==> src/rtl/neuron_serial.sv <==
// Serial multiply-accumulate neuron: bias + sum(input[k]*weight[k]), ReLU, fixed-point rescale.
// Define NEURON_SATURATE_EN to clamp oversized results to all-ones instead of wrapping.
module neuron_serial #(
  parameter int unsigned N_INPUTS  = 9,
  parameter int unsigned IN_W      = 9,
  parameter int unsigned W_W       = 32,
  parameter int unsigned FRAC_BITS = 8,
  parameter int unsigned OUT_W     = 8
) (
  input  logic                       clk,
  input  logic                       reset_,
  input  logic                       start_,
  input  logic [N_INPUTS*IN_W-1:0]   inputs,
  input  logic [N_INPUTS*W_W-1:0]    weights,
  input  logic signed [W_W-1:0]      bias,
  output logic [OUT_W-1:0]           out,
  output logic                       end_,
  output logic                       busy
);

  localparam int unsigned ACC_W  = IN_W + W_W + $clog2(N_INPUTS) + 1;
  localparam int unsigned IDX_W  = (N_INPUTS > 1) ? $clog2(N_INPUTS) : 1;
  localparam int unsigned PROD_W = IN_W + W_W + 1;

  typedef enum logic [1:0] {IDLE, ACCUM, ACT, DONE} state_t;

  state_t                  state;
  logic [IN_W-1:0]         in_r [N_INPUTS];
  logic signed [W_W-1:0]   w_r  [N_INPUTS];
  logic signed [ACC_W-1:0] acc;
  logic [IDX_W-1:0]        idx;
  logic signed [PROD_W-1:0] prod_c;
  logic [OUT_W-1:0]        act_c;

  // Input is zero-extended so it multiplies as a non-negative signed value.
  always_comb begin
    prod_c = PROD_W'($signed({1'b0, in_r[idx]})) * PROD_W'(w_r[idx]);
  end

  // ReLU followed by the fixed-point shift; only positive values reach the shift.
  always_comb begin
    act_c = '0;
    if (!acc[ACC_W-1] && (|acc)) begin
`ifdef NEURON_SATURATE_EN
      if (|acc[ACC_W-2:FRAC_BITS+OUT_W]) begin
        act_c = '1;
      end else begin
        act_c = acc[FRAC_BITS +: OUT_W];
      end
`else
      act_c = acc[FRAC_BITS +: OUT_W];
`endif
    end
  end

  always_ff @(posedge clk) begin
    if (!reset_) begin
      state <= IDLE;
      acc   <= '0;
      idx   <= '0;
      out   <= '0;
      end_  <= 1'b0;
      busy  <= 1'b0;
    end else begin
      end_ <= 1'b0;
      unique case (state)
        IDLE: begin
          if (start_) begin
            for (int k = 0; k < N_INPUTS; k++) begin
              in_r[k] <= inputs[k*IN_W +: IN_W];
              w_r[k]  <= weights[k*W_W +: W_W];
            end
            acc   <= ACC_W'(bias);
            idx   <= '0;
            busy  <= 1'b1;
            state <= ACCUM;
          end
        end
        ACCUM: begin
          acc <= acc + ACC_W'(prod_c);
          if (idx == IDX_W'(N_INPUTS - 1)) begin
            state <= ACT;
          end else begin
            idx <= idx + IDX_W'(1);
          end
        end
        ACT: begin
          out   <= act_c;
          state <= DONE;
        end
        DONE: begin
          end_  <= 1'b1;
          busy  <= 1'b0;
          state <= IDLE;
        end
        default: state <= IDLE;
      endcase
    end
  end

endmodule

==> config.mk <==
export PLATFORM = sky130hd
export DESIGN_NAME = neuron_serial
export DESIGN_NICKNAME = d
export VERILOG_FILES = /design/src/rtl/neuron_serial.sv
export SDC_FILE = /design/constraint.sdc
export NUM_CORES = 1
export LEC_CHECK = 0
export BUFFER_PORTS_ARGS = -buffer_cell sky130_fd_sc_hd__buf_2
export CAP_MARGIN = 30
export CORE_ASPECT_RATIO = 0.7
export CORE_MARGIN = 1
export CORE_UTILIZATION = 59
export DETAILED_ROUTE_END_ITERATION = 10
export GPL_ROUTABILITY_DRIVEN = 0
export PLACE_DENSITY_LB_ADDON = 0.25
export SYNTH_ARGS = -nofsm -noshare
export SYNTH_HDL_FRONTEND = slang
export SYNTH_SLANG_ARGS = --single-unit
export TNS_END_PERCENT = 100
==> constraint.sdc <==
create_clock -name clk -period 25.6 [get_ports clk]
set_input_delay 5.12 -clock clk [delete_from_list [all_inputs] [get_ports clk]]
set_output_delay 5.12 -clock clk [all_outputs]
set_load 0.03 [all_outputs]
==> run summary, run 1 <==
Outcome: finished, final reports clean
Most frequent cell after synthesis: inv_1
CTS root buffer: clkbuf_16
Fmax: 110 MHz
Max-cap viol count: 0
Hold_buf cts: 0
Initial Util: 0.603
Main synth FF type: edfxtp_1
EDFF count, synth: 369
Die height: 185 um
Asr flop ratio synth: 0
Final setup vio count: 0
CP Launch Type: register
Worst clock skew: 30.5 ps
CP max FO: 44
Hold Vio Cnt, Final: 0
Tmin final: 9080 ps
Max transition margin: 0.234
Yosys cell types: 69
Die X: 264 um
Worst Path Arrival: 9590 ps
Drt via density: 5.82
Fin util: 0.694
Mapped Area: 28300 sq um
Clock Pin Slew Worst Setup and Hold Paths: 60 ps
Die ar.: 48900 sq um
# fillers: 3297
Routed via count: 19683
Initial antenna violation count: 23
Crit. End Element: register
Drt first pass iters: 6
Layout Nets: 3510
Largest cells by area after synthesis: edfxtp_1 (39%), fa_1 (20%), mux4_2 (6.5%)
Sum Neg Setup Slack: 0 ps
Largest net degree at the start of global routing: 209
Ports: 414
Post-Synthesis Net Count: 3112
RSZ-0062 raised after global routing: false
Area Overhead vs Synth: 15.0%
H-Tree Depth: 2
Overflow after GRT: 0
CTS sink cnt: 435
Period utilization: 0.355
Final ANT Viol Nets: 0
DP Wirelength: 56200 um
Worst slew pin tran: 1140 ps
Core area: 46900 sq um
Slew Viols, Final: 0
Yosys top cell by area: edfxtp_1
WL per Instance: 22.2 um
DRT iter0 DRCs: 1998
Post-CTS Setup Inserts: 0
Routed WL: 74900 um
Global-route wire length before repair: 115000 um
TritonCTS clock tree: yes
Port Buf Inserts: 413
All-Layer GR Usage: 0.313
Placed Cells: 3278
Crit path required time: 26110 ps
Clk buf depth: 3
Clk_lat worst skew: 570 ps
Synth cell count leaders: inv_1 (397), edfxtp_1 (369), fa_1 (287)
YS warnings: 0
Post_cts resized: 0
Total CTS buffers: 43
Num rows: 66
Residual DRC: 0
R2r setup slk: 16520 ps
Hold Crit Start: acc[5]$_SDFFE_PN0P_
Final Non-Filler Cells: 3380
Worst hold path type: reg -> reg
Post-synthesis sequential area ratio: 0.438
Crit path kind: reg -> reg
Synth top area share: 0.392
#FFs+latches synth: 435
Proportion of layout cells with a drive suffix above 1: 0.225
Number of global-route vias before repair: 20290
Mapped Cells: 2316
Mean Syn Cell Area: 12.2 sq um
## per-stage QoR
step | area (sq um) | hold slack (ps) | worst slack [ps]
after CTS | 32500 | 495 | 16600
final | 32600 | 500 | 16520
after global routing | 32500 | 534 | 15960
after global placement | 31000 | 476 | 16790
after detailed placement | 31100 | 486 | 16660
after floorplan | 28300 | 445 | 3710
## cell type report
type / instances / area (sq um) / area share
multi-input cells: 1395 / 14100 / 0.434
flip-flops and latches: 435 / 12400 / 0.381
inverters: 398 / 1490 / 0.0459
clock inverters: 29 / 288 / 0.00884
repair buffers: 441 / 2330 / 0.0716
clock buffers: 47 / 1090 / 0.0335
diodes: 23 / 57.6 / 0.00177
well taps: 612 / 766 / 0.0235
## cells in the final DEF (no fill, tap or decap), types with 7 or more instances in the layout
cell type and n:
buf_2 413, inv_1 397, edfxtp_1 369, fa_1 287
nand2_1 256, nor2_1 123, ha_1 104, a21oi_1 84
mux4_2 82, mux2i_1 66, nor2b_1 62, dfxtp_1 62
clkbuf_16 43, o21ai_0 42, o21ai_1 29, a211oi_1 27
buf_4 25, diode_2 23, xnor2_1 21, nand3_1 20
a21o_1 19, and2_1 14, xor2_1 14, clkinv_1 12
o21bai_1 12, nand4_1 11, nor4_1 11, a31oi_1 11
nor3_1 9, o21ai_2 8, nand2b_1 7
## worst paths after layout
kind	to	cells past startpoint
hold reg to reg	acc[5]$_SDFFE_PN0P_	2
setup reg to reg	acc[34]$_SDFFE_PN0P_	24
setup / recovery	acc[34]$_SDFFE_PN0P_	24
hold / removal	acc[5]$_SDFFE_PN0P_	2
## registers in the layout, summed over array words and instances (netlist names), named ones only
signal	cells
in_r	81
acc	46
idx	4
w_r	288
state	2
busy	1
end_	1
out	8
## logic make-up (layout without fill, tap and decap cells)
group	count (synthesis)	count (layout)	share of synthesized area
and+or+nand+nor	539	539	0.0850
xor gates and xnor gates	35	35	0.0108
AOI/OAI and AO/OA	280	280	0.0624
muxes	149	149	0.0890
adders and majority gates	392	392	0.249
DFF	435	435	0.438
other	0	23	0
buffers and inverters	486	915	0.0649
## critical path, cell delays in order (launching register included)
cell and delay [ps]:
dfxtp_4 870, buf_4 780, mux4_2 430, mux2i_1 100
o21ai_1 910, nand2_1 190, fa_1 580, inv_1 50
fa_1 490, fa_1 530, fa_1 500, inv_1 50
fa_1 480, inv_1 40, ha_1 340, a21oi_1 290
o211ai_1 130, or3_1 350, a21oi_2 290, o21ai_4 130
a211oi_4 430, o41ai_4 170, a21boi_0 250, mux2i_1 270
o221a_2 200
## layer usage
metal  vias to the layer above  wire (um)  global-route usage
met1                      9939      29200               0.415
met3                       168       6870              0.0674
met4                         6       2520               0.109
met5                         -         41                   0
li1                       8606          -                   -
met2                       964      36200               0.517
Power of run 1 is left out: the tool's default activity adds up to more than one toggle a clock period on the data nets, which glitch-free logic cannot reach.
==> run 2, diff against run 1 <==
==> constraint.sdc (replaced) <==
create_clock -name clk -period 8.9 [get_ports clk]
set_input_delay 1.78 -clock clk [delete_from_list [all_inputs] [get_ports clk]]
set_output_delay 1.78 -clock clk [all_outputs]
set_load 0.03 [all_outputs]
==> run 2 against run 1 <==
Effect of this change: register-to-register slack worse by 16000 ps; first-iteration DRC count is 8.8% lower; critical path type unchanged; critical path depth is 1 higher; die area stayed put.
==> run summary, run 2 (synthesis gave the netlist of run 1 again) <==
Outcome: finished, final reports clean
Layout Nets: 3518 (+0.23%)
CP max stage cell: o21ai_1
Worst Path Arrival: 8680 ps (-910 ps)
TritonCTS clock tree: yes
R2R depth: 25 (+4.2%)
Period utilization: 0.921 (+0.566)
Num rows: 66 (unchanged)
WL per Instance: 22.2 um (+0.19%)
CTS root buffer: clkbuf_16
CP Launch Type: register
Drt via density: 5.81 (-0.22%)
Sum Neg Setup Slack: 0 ps (unchanged)
Area Overhead vs Synth: 15.3%
Commonest non-fill, non-tap cell in the layout: buf_2
# fillers: 3326 (+0.88%)
H-Tree Depth: 2 (unchanged)
Core area: 46900 sq um (unchanged)
Drt first pass iters: 5 (-1)
Crit path kind: reg -> reg
DP Area: 31200 sq um (+0.28%)
CP max FO: 45 (+2.3%)
Routed WL: 75400 um (+0.69%)
Final instance area: 32600 sq um (+0.20%)
Hold Vio Cnt, Final: 0 (unchanged)
Max transition margin: 0.251 (+0.0167)
Crit. End Element: register
Initial Util: 0.603 (unchanged)
DRT iter0 DRCs: 1823 (-8.8%)
DP Wirelength: 57600 um (+2.6%)
Overflow after GRT: 0 (unchanged)
Fmax: 122 MHz (+11%)
Biggest regs: w_r: 288 flops, in_r: 81 flops, acc: 46 flops
Routed via count: 19739 (+0.28%)
Die ar.: 48900 sq um (unchanged)
Final setup vio count: 0 (unchanged)
Post_cts resized: 0 (unchanged)
Worst stage delay on the critical path: 870 ps (-40 ps)
Hold_ws: 507 ps (+7.18 ps)
R2r setup slk: 700 ps (-15810 ps)
Max-cap viol count: 0 (unchanged)
Slew Viols, Final: 0 (unchanged)
Worst slew pin tran: 1120 ps (-17.4 ps)
Initial antenna violation count: 32 (+39%)
Tmin final: 8200 ps (-888 ps)
Global-route wire length before repair: 117000 um (+1.2%)
Proportion of layout cells with a drive suffix above 1: 0.226 (+0.00161)
R2r endpoint: acc[43]$_SDFFE_PN0P_
Max reg flops: 288 (unchanged)
Post-CTS Setup Inserts: 0 (unchanged)
Residual DRC: 0 (unchanged)
Hold_buf cts: 0 (unchanged)
Crit path required time: 9380 ps (-16730 ps)
Total CTS buffers: 42 (-2.3%)
Worst clock skew: 25.7 ps (-4.81 ps)
Clk buf depth: 3 (unchanged)
CTS sink cnt: 435 (unchanged)
Clk_lat worst skew: 590 ps (+20 ps)
Hold Path End: acc[5]$_SDFFE_PN0P_
Die height: 185 um (unchanged)
Hold Path Cell Cnt: 2 (unchanged)
Port Buf Inserts: 413 (unchanged)
Final ANT Viol Nets: 0 (unchanged)
Number of global-route vias before repair: 20803 (+2.5%)
Most frequent cells in the layout: buf_2 (413), inv_1 (397), edfxtp_1 (369)
Ports: 414 (unchanged)
All-Layer GR Usage: 0.317 (+0.00413)
Clock Pin Slew Worst Setup and Hold Paths: 70 ps (about the same)
Top reg by flops: w_r
Hold Crit Start: acc[5]$_SDFFE_PN0P_
Worst hold path type: reg -> reg
Largest net degree at the start of global routing: 200 (-4.3%)
RSZ-0062 raised after global routing: false
Die X: 264 um (unchanged)
==> run 2: cell types whose count changed in the layout (fill, tap and decap cells not counted), moves of 2 or more <==
cell,change
diode_2,+10
buf_4,+8
buf_12,+2
buf_16,-2
clkbuf_1,+2
clkinvlp_4,-2
==> run 2: how the worst max path moves through the flow <==
stage,startpoint,end,slack (ps),depth (start not counted)
finish,register,acc[43]$_SDFFE_PN0P_,700,25
global route,register,acc[43]$_SDFFE_PN0P_,270,25
CTS,register,acc[43]$_SDFFE_PN0P_,800,25
detailed placement,register,acc[43]$_SDFFE_PN0P_,880,25
global placement,register,acc[43]$_SDFFE_PN0P_,1040,25
floorplan,reset_,in_r[0][0]$_DFFE_PP_,800,3
==> run 2: stage by stage <==
step	utilization	std cells	setup slack [ps]
5_1_grt	0.695	3392	267
3_5_place_dp	0.664	3289	878
6_report	0.695	3397	704
2_1_floorplan	-	2316	799
4_1_cts	0.693	3363	803
3_3_place_gp	0.664	3287	1040
==> run 2: per-layer routing <==
layer,global-route usage,share of wire
met5,0,0.00078
met4,0.114,0.033
met3,0.0626,0.088
met2,0.531,0.49
met1,0.418,0.39
==> run 2: cell type report <==
cell class,count,area (sq um),area share
clock buffer,48,1070,0.0329
inverter,398,1490,0.0458
timing repair buffer,450,2380,0.0730
tap,612,766,0.0235
multi-input combinational,1395,14100,0.433
clock inverter,26,293,0.00898
sequential,435,12400,0.381
antenna,33,82.6,0.00253
==> run 2: worst max-delay path, delay by kind of cell, from the launching register on <==
family,cells,cell delay (ps)
buf+inv,5,260
xor+xnor,1,170
mux,2,460
flops,1,800
simple gates,3,790
fa+ha+maj,6,2920
compound gates,8,2620
Power of run 2 is left out for the same reason.
